**config.mk**
```make
export PLATFORM = sky130hd
export DESIGN_NAME = lap_timer_ctrl
export DESIGN_NICKNAME = d
export VERILOG_FILES = /design/src/rtl/lap_timer_ctrl.sv
export SDC_FILE = /design/constraint.sdc
export NUM_CORES = 1
export LEC_CHECK = 0
export CAP_MARGIN = 30
export CORE_MARGIN = 2
export CORE_UTILIZATION = 40
export CTS_CLUSTER_SIZE = 16
export DETAILED_ROUTE_END_ITERATION = 16
export DONT_BUFFER_PORTS = 1
export SYNTH_ARGS = -nofsm -noshare
export SYNTH_HDL_FRONTEND = slang
export SYNTH_SLANG_ARGS = --single-unit
```
**constraint.sdc**
```tcl
create_clock -name clk_i -period 4.3 [get_ports clk_i]
set_clock_uncertainty 0.05 [all_clocks]
set_input_delay 0.645 -clock clk_i [delete_from_list [all_inputs] [get_ports clk_i]]
set_output_delay 0.645 -clock clk_i [all_outputs]
set_load 0.02 [all_outputs]
```
**src/rtl/lap_timer_ctrl.sv**
```systemverilog
// Stopwatch controller: BCD m:ss.d counter with start/stop, four lap slots,
// and a recall mode that shows the stored laps one at a time.
module lap_timer_ctrl #(
  parameter int unsigned TICKS_PER_DSEC = 20
) (
  input  logic       clk_i,
  input  logic       rst_i,
  input  logic       toggle_i,
  input  logic       lap_i,
  input  logic       recall_i,
  output logic [3:0] dsec_o,
  output logic [3:0] sec0_o,
  output logic [3:0] sec1_o,
  output logic [3:0] min_o,
  output logic       run_o,
  output logic       recall_o,
  output logic [2:0] lap_cnt_o,
  output logic [1:0] recall_idx_o
);

  typedef enum logic [1:0] {S_IDLE, S_RUN, S_PAUSE, S_RECALL} state_e;

  typedef struct packed {
    logic [3:0] min;
    logic [3:0] sec1;
    logic [3:0] sec0;
    logic [3:0] dsec;
  } bcd_time_t;

  localparam logic [7:0] PRESC_MAX = 8'(TICKS_PER_DSEC - 1);
  localparam logic [2:0] LAP_SLOTS = 3'd4;

  state_e     state_q, state_d;
  state_e     ret_q, ret_d;
  logic [7:0] presc_q, presc_d;
  bcd_time_t  cnt_q, cnt_d;
  logic [2:0] lap_cnt_q, lap_cnt_d;
  logic [1:0] recall_idx_q, recall_idx_d;
  bcd_time_t  lap_buf_q [4];
  logic       lap_we;
  logic       req_tog, req_lap, req_rec;
  bcd_time_t  disp;

  function automatic bcd_time_t bcd_inc(input bcd_time_t t);
    bcd_time_t r;
    r = t;
    if (t.dsec != 4'd9) begin
      r.dsec = t.dsec + 4'd1;
    end else begin
      r.dsec = 4'd0;
      if (t.sec0 != 4'd9) begin
        r.sec0 = t.sec0 + 4'd1;
      end else begin
        r.sec0 = 4'd0;
        if (t.sec1 != 4'd5) begin
          r.sec1 = t.sec1 + 4'd1;
        end else begin
          r.sec1 = 4'd0;
          r.min  = (t.min == 4'd9) ? 4'd0 : t.min + 4'd1;
        end
      end
    end
    return r;
  endfunction

  // Only the highest-priority request acts; the others are dropped.
  assign req_tog = toggle_i;
  assign req_lap = lap_i & ~toggle_i;
  assign req_rec = recall_i & ~toggle_i & ~lap_i;

  always_comb begin
    // NOTE: every signal gets a default first so no path leaves it unassigned (no latches).
    state_d      = state_q;
    ret_d        = ret_q;
    presc_d      = presc_q;
    cnt_d        = cnt_q;
    lap_cnt_d    = lap_cnt_q;
    recall_idx_d = recall_idx_q;
    lap_we       = 1'b0;

    unique case (state_q)
      S_IDLE: begin
        if (req_tog) begin
          state_d = S_RUN;
        end else if (req_rec && lap_cnt_q != 3'd0) begin
          state_d      = S_RECALL;
          ret_d        = S_IDLE;
          recall_idx_d = 2'd0;
        end
      end
      S_RUN: begin
        if (presc_q == PRESC_MAX) begin
          presc_d = 8'd0;
          cnt_d   = bcd_inc(cnt_q);
        end else begin
          presc_d = presc_q + 8'd1;
        end
        if (req_tog) begin
          state_d = S_PAUSE;
        end else if (req_lap && lap_cnt_q != LAP_SLOTS) begin
          lap_we    = 1'b1;
          lap_cnt_d = lap_cnt_q + 3'd1;
        end
      end
      S_PAUSE: begin
        if (req_tog) begin
          state_d = S_RUN;
        end else if (req_lap) begin
          state_d   = S_IDLE;
          presc_d   = 8'd0;
          cnt_d     = '0;
          lap_cnt_d = 3'd0;
        end else if (req_rec && lap_cnt_q != 3'd0) begin
          state_d      = S_RECALL;
          ret_d        = S_PAUSE;
          recall_idx_d = 2'd0;
        end
      end
      S_RECALL: begin
        if (req_tog) begin
          state_d      = ret_q;
          recall_idx_d = 2'd0;
        end else if (req_rec) begin
          if (({1'b0, recall_idx_q} + 3'd1) < lap_cnt_q) begin
            recall_idx_d = recall_idx_q + 2'd1;
          end else begin
            state_d      = ret_q;
            recall_idx_d = 2'd0;
          end
        end
      end
      default: state_d = S_IDLE;
    endcase
  end

  // NOTE: sequential state uses non-blocking assignments only.
  always_ff @(posedge clk_i) begin
    if (rst_i) begin
      state_q      <= S_IDLE;
      ret_q        <= S_IDLE;
      presc_q      <= 8'd0;
      cnt_q        <= '0;
      lap_cnt_q    <= 3'd0;
      recall_idx_q <= 2'd0;
    end else begin
      state_q      <= state_d;
      ret_q        <= ret_d;
      presc_q      <= presc_d;
      cnt_q        <= cnt_d;
      lap_cnt_q    <= lap_cnt_d;
      recall_idx_q <= recall_idx_d;
    end
  end

  // NOTE: the lap buffer has no reset; lap_cnt alone decides which entries are valid.
  always_ff @(posedge clk_i) begin
    if (lap_we && !rst_i) begin
      lap_buf_q[lap_cnt_q[1:0]] <= cnt_q;
    end
  end

  assign disp         = (state_q == S_RECALL) ? lap_buf_q[recall_idx_q] : cnt_q;
  assign dsec_o       = disp.dsec;
  assign sec0_o       = disp.sec0;
  assign sec1_o       = disp.sec1;
  assign min_o        = disp.min;
  assign run_o        = (state_q == S_RUN);
  assign recall_o     = (state_q == S_RECALL);
  assign lap_cnt_o    = lap_cnt_q;
  assign recall_idx_o = recall_idx_q;

endmodule

```
After elaboration in Yosys (flattened, before gate mapping):

Memory sizes are Yosys's and may differ from the RTL's. A register that Yosys moved wholly into a read port is not among the register bits.
Index checks and enable logic that the tools add are counted.

* multiplexer cells: 51
* $lt $le $gt $ge: 1
* $add $sub $neg: 8
* bitwise operators: 5
* reduce and logical (&&, ||, !) cells: 18
* equality and inequality tests: 24

Operators by type and width (count)
* $mux W16: 4
* $mux W2: 22
* $mux W8: 4
* $pmux W16 S2: 1
* $ne A2 B2 Y1 const B: 11
* $mux W4: 5
* $add A4 B1 Y4 const B: 4
* $pmux W8 S2: 1
* $reduce_and A5 Y1: 3
* $mux W12: 1
* $mux W3: 4
* $reduce_and A6 Y1: 2
* $add A8 B1 Y8 const B: 1
* $eq A8 B5 Y1 const B: 1
* $ne A4 B4 Y1 const B: 2
* $pmux W2 S4: 1
* $reduce_and A7 Y1: 1
* $ne A3 B3 Y1 const B: 2
* $pmux W2 S3: 1
* $pmux W3 S2: 1
* $reduce_and A3 Y1: 2
* $reduce_bool A3 Y1: 2
* $mux W1: 5
* $eq A2 B2 Y1 const B: 2
* 17 further kinds: 24

* logic and storage cells: 117
* register bits: 33
* input bits: 5
* memories: 1
* bits in writable memories: 64
* output and inout bits: 23

Memories
* lap_buf_q: words 4, bits a word 16, read ports 1, clocked after Yosys merged registers in 1, wr ports 1, RTL line 39 `bcd_time_t lap_buf_q [4];`

Logic depth before layout (Yosys ltp):

* word-level depth: 10
* gate-level depth with buffers: 7
* depth with buffers taken out: 6

Worst setup path after synthesis:

No wires, ideal clock.

* kind: register to output
* start: reg with a tool-made name
* end: out min_o[0]
* stages on the path, launching flop included: 5
* data arrival time: 1654 ps
* path buffers: 2
* data required time: 3605 ps
* slack: 1951 ps
* cell sequence: dfxtp_1 > buf_2 > buf_2 > mux4_2 > mux2_2

RTL lines
* end: declaration: RTL line 14 `output logic [3:0] min_o,`

==> results.cfg <==
[timing]
setup_violations = 0
rsz0062_at_grt = no
fin_setup_tns_ns = 0
fmax_ghz = 0.3350
hold_viol = 0
layout_min_cycle_time_ns = 2.985
finalCritPeriodShare_pct = 69.41
relSlewSlack_pct = 37.33
final_max_slew_viol_count = 0
worst_pin_slew_ns = 0.9401

[critical_path]
end_kind = primary output
worst_path_largest_cell_delay_ns = 0.74
reg2reg_to = cnt_q[15]
r2r-start = state_q[0]
critical_path_class = register to primary output
cpMaxStageDelayCell = dfxtp_1
critPathArrivalTime_ns = 2.29
cp_data_required_time_ns = 3.61
crit_path_end = sec0_o[0]
path_cells = buf_4, mux4_2, mux2_2
worstPathMaxFanout = 9
cp-start-kind = register
worst-r2r-cell-count = 5
reg2reg_slack_ns = 1.58

[placement]
post-dp-hpwl_mm = 5.626
place_congestion = 0.7778
io_buffers = 0
dp_cells = 465

[clocking]
root_buffer = clkbuf_8
holdBufCountCts = 0
cts_tree = yes
cts.sink_count = 98
clock_latency_ns = 0.35
cts_max_path_buffers = 2
cts_setup_buffers = 0
cts_resized = 0
htreeDepth = 3
cts-buffers-inserted = 9
clkTransAtPathRegs_ns = 0.09

[final_layout]
antenna_cells = 0
n_fill_cell = 966
final_util_pct = 44.28
nets = 357
area_delta_synth_final_pct = 7.626
drive_gt1_share_pct = 16.47
fin_cells = 480

[power_and_ir_drop]
switching_share_pct = 21.48
peakVddDrop_v = 0.0001479
p_comb_share_pct = 3.6
p_int_uw = 1350
p_sw_uw = 369.3
power.static_leakage_uw = 0.001592
clkPwrFrac_pct = 37.5
power_frac_seq_pct = 58.9
powerDensity_nw_per_um2 = 356.7

[yosys]
ys_warn_count = 0
yosysSeqAreaShare_pct = 58.10
avgSynthCellArea_sq_um = 13.25
synth-edff-count = 64
postSynth.asyncResetShare_pct = 0
syn_inst = 338
synthesis.area_sq_um = 4479
yosys_most_used_dff = edfxtp_1
ys_types = 56
ys_ff_latch = 98
syn_nets = 359

[drt]
viasPerCell = 5.492
dr.pass1.iters = 4
routed_wirelength_mm = 8.627
wire_per_inst_um = 17.97
drt.antenna.violating_nets = 0
num_vias = 2636
drt_iter0_drc = 121
drc = 0

[global_route]
grt-ovfl-total = 0
grt_max_degree = 34
first_global_vias = 2635
grt_first_pass_wirelength_mm = 14.23
grt_usage_pct = 15.71
antenna_found_initial = 0

[floorplan]
die_area_sq_um = 12060
rows = 38
core_region_area_sq_um = 10890
ios = 28
die_h_um = 109.8
start_util_pct = 41.14
fp.dieW_um = 109.8

[run]
cap_violations = 0

[status]
status = completed

[worst_hold_path]
hold_class = input port to register
min-delay-start = rst_i
## registers in the layout (all words and copies together), names as in the netlist, named ones only
signal,count
cnt_q,16
lap_buf_q,64
lap_cnt_o,3
presc_q,8
recall_idx_o,2
ret_q,1
state_q,2
## layout make-up
class / instances / area [sq um] / area share [%]
multi-input cells: 209 / 1735 / 36.00
well taps: 140 / 175.2 / 3.634
flip-flops and latches: 98 / 2603 / 53.98
repair buffers: 2 / 35.03 / 0.7267
inverters: 16 / 60.06 / 1.246
clock inverters: 6 / 88.84 / 1.843
clock buffers: 9 / 123.9 / 2.569
## power groups by stage
stage,registers [uW],logic (uW),clock network [uW]
final,1010,62.1,645
after global routing,1010,69.7,695
after CTS,1010,62.6,658
after detailed placement,1030,62.5,0
after global placement,1030,59.9,0
after floorplan,1030,56.7,0
## worst max-delay path: cells and delay by family (launching register included)
| family | cells | cell delay [ns] |
|---|---|---|
| flops | 1 | 0.74 |
| buf+inv | 1 | 0.33 |
| mux | 2 | 0.86 |
## worst min path at each step
stage / end / cells past startpoint
detailed placement: presc_q[1] / 2
finish: presc_q[0] / 1
global route: cnt_q[4] / 1
global placement: presc_q[1] / 2
CTS: cnt_q[4] / 1
floorplan: ret_q[1] / 2
## cells in the final DEF, fill, tap and decap left out, types with 9 or more instances in the layout
cell,instances
edfxtp_1,64
inv_1,16
a21oi_1,15
nand2_1,13
ha_1,16
o21ai_0,15
mux2_2,13
dfxtp_1,34
clkbuf_8,9
mux4_2,16
nor2_1,25
## per-stage QoR
| step | power [uW] | area [sq um] | setup WS [ns] | hold slack (ns) |
|---|---|---|---|---|
| final | 1719 | 4821 | 1.315 | 0.2996 |
| after global routing | 1778 | 4821 | 1.161 | 0.2758 |
| after CTS | 1733 | 4821 | 1.227 | 0.2834 |
| after detailed placement | 1096 | 4608 | 1.521 | 0.4412 |
| after global placement | 1093 | 4581 | 1.614 | 0.4319 |
| after floorplan | 1085 | 4479 | 1.951 | 0.4046 |
## per-layer routing
layer	vias to the layer above	global-route usage, %	wire (um)
li1	1279	-	-
met1	1308	21.54	4167
met2	40	24.36	3972
met5	-	0	0
met3	9	4.149	358
met4	0	4.973	128
## synthesized netlist by cell type (all sizes together) (2+ instances only)
library cell / instances / area [sq um]
or3: 6 / 37.54
or4: 5 / 41.29
o2bb2ai: 2 / 17.52
clkbuf: 5 / 28.77
or2: 3 / 18.77
edfxtp: 64 / 1922
o2111ai: 2 / 17.52
inv: 16 / 60.06
and4bb: 2 / 25.02
and2: 4 / 25.02
mux2: 13 / 146.4
nand3b: 2 / 15.01
xor2: 4 / 35.03
mux2i: 5 / 50.05
o21ai: 15 / 75.07
ha: 16 / 200.2
nand2b: 7 / 51.30
buf: 10 / 52.55
nand3: 7 / 35.03
mux4: 16 / 360.4
nor3: 5 / 36.29
o32ai: 3 / 26.28
a21oi: 15 / 75.07
a211oi: 4 / 30.03
dfxtp: 34 / 680.7
nor2: 25 / 93.84
nand2: 13 / 48.80
nor2b: 4 / 25.02
o31ai: 2 / 15.01
and3b: 4 / 37.54
nand4: 6 / 37.54
xnor2: 3 / 26.28
## cell families after synthesis
| logic type | count (synthesis) | synth area share [%] |
|---|---|---|
| and+or+nand+nor | 100 | 13.10 |
| DFF | 98 | 58.10 |
| AOI/OAI and AO/OA | 52 | 7.375 |
| muxes | 34 | 12.43 |
| buffers and inverters | 31 | 3.156 |
| adders and majority gates | 16 | 4.469 |
| xor gates and xnor gates | 7 | 1.369 |
Power figures use the tool's default switching activity.
